**src/rtl/map_scheduler.sv**
```systemverilog
// map_scheduler: sequencing controller for a forward/backward MAP decoder pass.
// It runs an alpha (forward) recursion over L trellis steps and writes every
// step to the alpha buffer, then a beta (backward) recursion that reads the
// buffer in reverse while the LLR unit consumes it.
//
// Build option: MAP_SCHED_NORM_EN adds a per-pass advance counter that drives
// norm_pulse every NORM_PERIOD advancing steps. Without it, norm_pulse is 0.
//
// state  | meaning
// IDLE   | waiting for start; rejects out-of-range frame lengths with err
// INIT_F | one-cycle alpha recursion initialise, k cleared
// FWD    | one alpha step per en cycle, alpha written to buffer at k
// INIT_B | one-cycle beta recursion initialise, k loaded with L-1
// BWD    | one beta/LLR step per en cycle, alpha read back from k
// DONE   | one-cycle frame-complete pulse
module map_scheduler #(
  parameter int K           = 64,
  parameter int AW          = 6,
  parameter int NORM_PERIOD = 8
) (
  input  logic          clk,
  input  logic          rst,
  input  logic          start,
  input  logic          en,
  input  logic          abort,
  input  logic [AW:0]   frame_len,
  output logic          busy,
  output logic          done,
  output logic          err,
  output logic          alpha_init,
  output logic          beta_init,
  output logic          alpha_en,
  output logic          beta_en,
  output logic          llr_en,
  output logic          mem_we,
  output logic [AW-1:0] mem_addr,
  output logic          norm_pulse
);

  typedef enum logic [2:0] {
    S_IDLE,
    S_INIT_F,
    S_FWD,
    S_INIT_B,
    S_BWD,
    S_DONE
  } state_t;

  state_t        state_q, state_d;
  logic [AW-1:0] k_q, k_d;
  logic [AW-1:0] addr_q;
  logic [AW:0]   len_q, len_d;
  logic [AW:0]   len_m1;
  logic          len_ok;
  logic          last_k;
  logic          step;

  assign len_ok = (frame_len != '0) && (frame_len <= (AW+1)'(K));
  assign len_m1 = len_q - (AW+1)'(1);
  assign last_k = ({1'b0, k_q} == len_m1);

  // State, step index, latched frame length and the held buffer address.
  always_ff @(posedge clk or negedge rst) begin
    if (!rst) begin
      state_q <= S_IDLE;
      k_q     <= '0;
      len_q   <= '0;
      addr_q  <= '0;
    end else begin
      state_q <= state_d;
      k_q     <= k_d;
      len_q   <= len_d;
      addr_q  <= mem_addr;
    end
  end

  // Next-state and strobe decode; abort overrides everything outside IDLE.
  always_comb begin
    state_d    = state_q;
    k_d        = k_q;
    len_d      = len_q;
    busy       = (state_q != S_IDLE);
    done       = 1'b0;
    err        = 1'b0;
    alpha_init = 1'b0;
    beta_init  = 1'b0;
    alpha_en   = 1'b0;
    beta_en    = 1'b0;
    llr_en     = 1'b0;
    mem_we     = 1'b0;
    mem_addr   = addr_q;
    step       = 1'b0;

    case (state_q)
      S_IDLE: begin
        if (start) begin
          if (len_ok) begin
            len_d   = frame_len;
            state_d = S_INIT_F;
          end else begin
            err = 1'b1;
          end
        end
      end
      S_INIT_F: begin
        alpha_init = 1'b1;
        k_d        = '0;
        state_d    = S_FWD;
      end
      S_FWD: begin
        if (en) begin
          alpha_en = 1'b1;
          mem_we   = 1'b1;
          mem_addr = k_q;
          step     = 1'b1;
          if (last_k) state_d = S_INIT_B;
          else        k_d     = k_q + 1'b1;
        end
      end
      S_INIT_B: begin
        beta_init = 1'b1;
        k_d       = len_m1[AW-1:0];
        state_d   = S_BWD;
      end
      S_BWD: begin
        if (en) begin
          beta_en  = 1'b1;
          llr_en   = 1'b1;
          mem_addr = k_q;
          step     = 1'b1;
          if (k_q == '0) state_d = S_DONE;
          else           k_d     = k_q - 1'b1;
        end
      end
      S_DONE: begin
        done    = 1'b1;
        state_d = S_IDLE;
      end
      default: state_d = S_IDLE;
    endcase

    if (abort && (state_q != S_IDLE)) begin
      state_d    = S_IDLE;
      k_d        = k_q;
      done       = 1'b0;
      alpha_init = 1'b0;
      beta_init  = 1'b0;
      alpha_en   = 1'b0;
      beta_en    = 1'b0;
      llr_en     = 1'b0;
      mem_we     = 1'b0;
      mem_addr   = addr_q;
      step       = 1'b0;
    end
  end

`ifdef MAP_SCHED_NORM_EN
  localparam int CW = (NORM_PERIOD > 2) ? $clog2(NORM_PERIOD) : 1;
  logic [CW-1:0] c_q;

  // Advance counter, restarted at the top of each pass, wrapping every NORM_PERIOD steps.
  always_ff @(posedge clk or negedge rst) begin
    if (!rst) begin
      c_q <= '0;
    end else if ((state_q == S_INIT_F) || (state_q == S_INIT_B)) begin
      c_q <= '0;
    end else if (step) begin
      c_q <= (c_q == CW'(NORM_PERIOD-1)) ? '0 : c_q + 1'b1;
    end
  end

  assign norm_pulse = step && (c_q == CW'(NORM_PERIOD-1));
`else
  assign norm_pulse = 1'b0;
`endif

endmodule
```
**config.mk**
```make
export PLATFORM = sky130hd
export DESIGN_NAME = map_scheduler
export DESIGN_NICKNAME = d
export VERILOG_FILES = /design/src/rtl/map_scheduler.sv
export SDC_FILE = /design/constraint.sdc
export NUM_CORES = 1
export LEC_CHECK = 0
export BUFFER_PORTS_ARGS = -buffer_cell sky130_fd_sc_hd__buf_2
export CORE_MARGIN = 4
export CORE_UTILIZATION = 45
export DETAILED_ROUTE_END_ITERATION = 16
export PLACE_DENSITY_LB_ADDON = 0.15
export SLEW_MARGIN = 25
export SYNTH_ARGS = -nofsm -noshare
export SYNTH_HDL_FRONTEND = slang
export SYNTH_SLANG_ARGS = --single-unit
```
**constraint.sdc**
```tcl
create_clock -name clk -period 6.88 [get_ports clk]
set_input_delay 1.376 -clock clk [delete_from_list [all_inputs] [get_ports clk]]
set_output_delay 1.376 -clock clk [all_outputs]
set_load 0.05 [all_outputs]
```
==> impl_metrics.ini <==
[yosys]
synthCells = 167
yosys-top-cells-area = dfrtp_1, mux2_2, xnor2_1
muxShareOfSynthArea_pct = 7.93
netlist_area_um2 = 1560
ys_warn_count = 0
synth_edf_count = 0
synthSimpleGateAreaFrac_pct = 19.2
syn_nets = 185
ys_seq_area_share_pct = 35.3
synth_top_flop_cell = dfrtp_1
yosysTopAreaCell = dfrtp_1
async_flop_share_pct = 100
synth_compound_area_share_pct = 16.7
ys_ff_latch = 22
syn_area_per_cell_um2 = 9.35
synth-xor-area-share_pct = 8.89
synth_top_area_share_pct = 35.3
synth_cell_types = 46
synth_fa_ha_area_share_pct = 5.29
synth_top_family_by_area = simple AND/OR/NAND/NOR gates

[worst_setup_path]
critical_path.top_delay_family = simple AND/OR/NAND/NOR gates
path_cells = buf_2 -> or4_1 -> nor3_1 -> xnor2_1 -> nor2_1 -> buf_2
r2r-end = k_q[5]$_DFFE_PN0P_
reg2reg_from = len_q[0]$_DFFE_PN0P_
crit_path_end_kind = output pin
crit_type = input port to output pin
cp_common_cell = buf_2
startpoint_type = input port
cp.buffers_inverters = 2
r2r_slack_ns = 4.20
slowest_stage = or4_1
crit_arrival_ns = 2.71
cp.required_ns = 5.50
ff2ff_path_depth = 8
max_stage_delay_ns = 0.50
crit_fanout = 3

[finish]
final_nets = 205
n_antenna_cell = 0
drive_above_1_share_pct = 25.4
multi_input_comb_area_um2 = 910
area_growth_pct = 9.13
final_area_um2 = 1700
fillCellCount = 339
regArea_um2 = 551
final_util_pct = 51.1

[placement]
placement.io_buffers = 26
placed_cell_area_um2 = 1680
post-place-ws_ns = 2.80
dpl.hpwl_um = 2600
gp_congestion = 0.925

[grt]
grt_max_degree = 23
grt_usage_pct = 16.3
gr-usage-met1_pct = 20.9
grt_pass1_vias = 1241
grt_pass1_wl_um = 5610
grt_use_met3_pct = 2.70
grt_use_met2_pct = 28.5
antenna_found_initial = 0
overflow = 0
top_usage_layer = met2

[timing]
setup_viol = 0
fin_ws_ns = 2.79
fin_crit_sh_pct = 59.4
finalCriticalPeriod_ns = 4.09
drv_slew = 0
rsz0062_at_grt = false
tns_ns = 0
skew_ns = 0.00821
hold_violations = 0
max_freq_mhz = 245
relSlewSlack_pct = 51.9
worst_slew_pin_slew_ns = 0.720

[floorplanning]
fp.dieW_um = 66.9
ios = 28
rows = 21
initial_core_util_pct = 46.8
core_area_um2 = 3340
die_y_um = 66.9
dieArea_um2 = 4480

[clocking]
htree_num_levels = 1
clock_latency_ns = 0.31
cts_buffers = 3
clkTransAtPathRegs_ns = 0.12
cts_setup_buffers = 0
clockBufferDepth = 2
clockRootBuffer = clkbuf_4
cts.sinks = 22
cts_tree = yes
cts_resized = 0
cts_hold_buf = 0

[min_path]
hp-class = flip-flop to flip-flop
hold_path_startpoint = addr_q[0]$_DFF_PN0_
whs_path_depth = 2
holdPathEnd = addr_q[0]$_DFF_PN0_

[drt]
antenna_left = 0
drc = 0
wl_per_cell_um = 14.4
drt_iter0_markers = 39
totalWireLength_um = 3330
vias_per_cell = 5.40
vias = 1247
drt-pass1-iter-count = 4

[pwr]
ir_drop_uv = 143
p_leak_nw = 0.797
finalPower_mw = 0.474
power_per_cell_area_nw_per_um2 = 278

[run_status]
outcome = completed

[flow_run]
max-cap-violations = 0
worst min-delay path, delay by kind of cell (launching register included):
| family | cells | cell delay (ns) |
|---|---|---|
| compound gates | 1 | 0.09 |
| flops | 1 | 0.34 |
| simple gates | 1 | 0.04 |
how the worst max path moves through the flow:
stage | start | to | slack (ns) | cells after the start
2_1_floorplan | abort | alpha_init | 2.48 | 1
6_report | frame_len[3] | err | 2.79 | 6
5_1_grt | frame_len[3] | err | 2.65 | 6
3_3_place_gp | frame_len[3] | err | 2.80 | 6
4_1_cts | frame_len[3] | err | 2.80 | 6
3_5_place_dp | frame_len[3] | err | 2.80 | 6
area by class of cell:
class,count,share of cell area [%]
Clock buffer,3,1.32
Inverter,9,1.98
Multi-Input combinational cell,125,53.4
Sequential cell,22,32.3
Tap cell,46,3.38
Timing Repair Buffer,26,7.64
stage by stage:
step	std cells	hold slack (ns)
3_3_place_gp	228	0.467
3_5_place_dp	228	0.478
2_1_floorplan	167	0.496
6_report	231	0.504
5_1_grt	231	0.524
4_1_cts	231	0.506
power by group:
group          internal, mW  switching, mW  leakage, nW
Combinational        0.0895          0.130        0.501
Clock                0.0204         0.0388       0.0138
Sequential            0.158         0.0368        0.282
synthesized netlist by cell type, types with 3 or more instances:
master	n
dfrtp_1	22
nor2_1	12
a21oi_1	11
mux2_2	11
nand2_1	11
xnor2_1	11
inv_1	9
o21ai_0	7
buf_4	5
clkbuf_1	5
ha_1	5
nor2b_1	5
or4_1	5
nor3_1	4
a21o_1	3
nor3b_1	3
o22ai_1	3
xor2_1	3
cell usage in the layout, fill, tap and decap left out, drive strengths merged, types with 2 or more instances in the layout:
cell type / synthesis / layout
xnor2: 12 / 12
buf: 6 / 26
o22ai: 3 / 3
or4: 6 / 6
nand2: 11 / 11
a21oi: 12 / 12
a21o: 3 / 3
nor3: 5 / 5
ha: 5 / 5
o21ai: 9 / 9
nor2: 13 / 13
nor3b: 3 / 3
nand3: 2 / 2
xor2: 3 / 3
o21bai: 2 / 2
a211oi: 2 / 2
dfrtp: 22 / 22
nor2b: 5 / 5
clkbuf: 5 / 3
mux2: 11 / 11
inv: 9 / 9
cell families (layout without fill, tap and decap cells):
logic type,count (synthesis),after routing
DFF,22,22
adders and majority gates,6,6
other,1,1
buffers and inverters,20,38
AOI/OAI and AO/OA,38,38
muxes,11,11
xor gates and xnor gates,15,15
and+or+nand+nor,54,54
state kept, by name (all words and copies together), names as in the netlist:
| signal | flops |
|---|---|
| addr_q | 6 |
| k_q | 6 |
| len_q | 7 |
| state_q | 3 |
layer usage:
layer  wire (um)  up-vias
met2        1660       32
met1        1500      590
met4          19        0
met3         149        4
met5           0        -
li1            -      621
(Power assumes the default switching activity.)
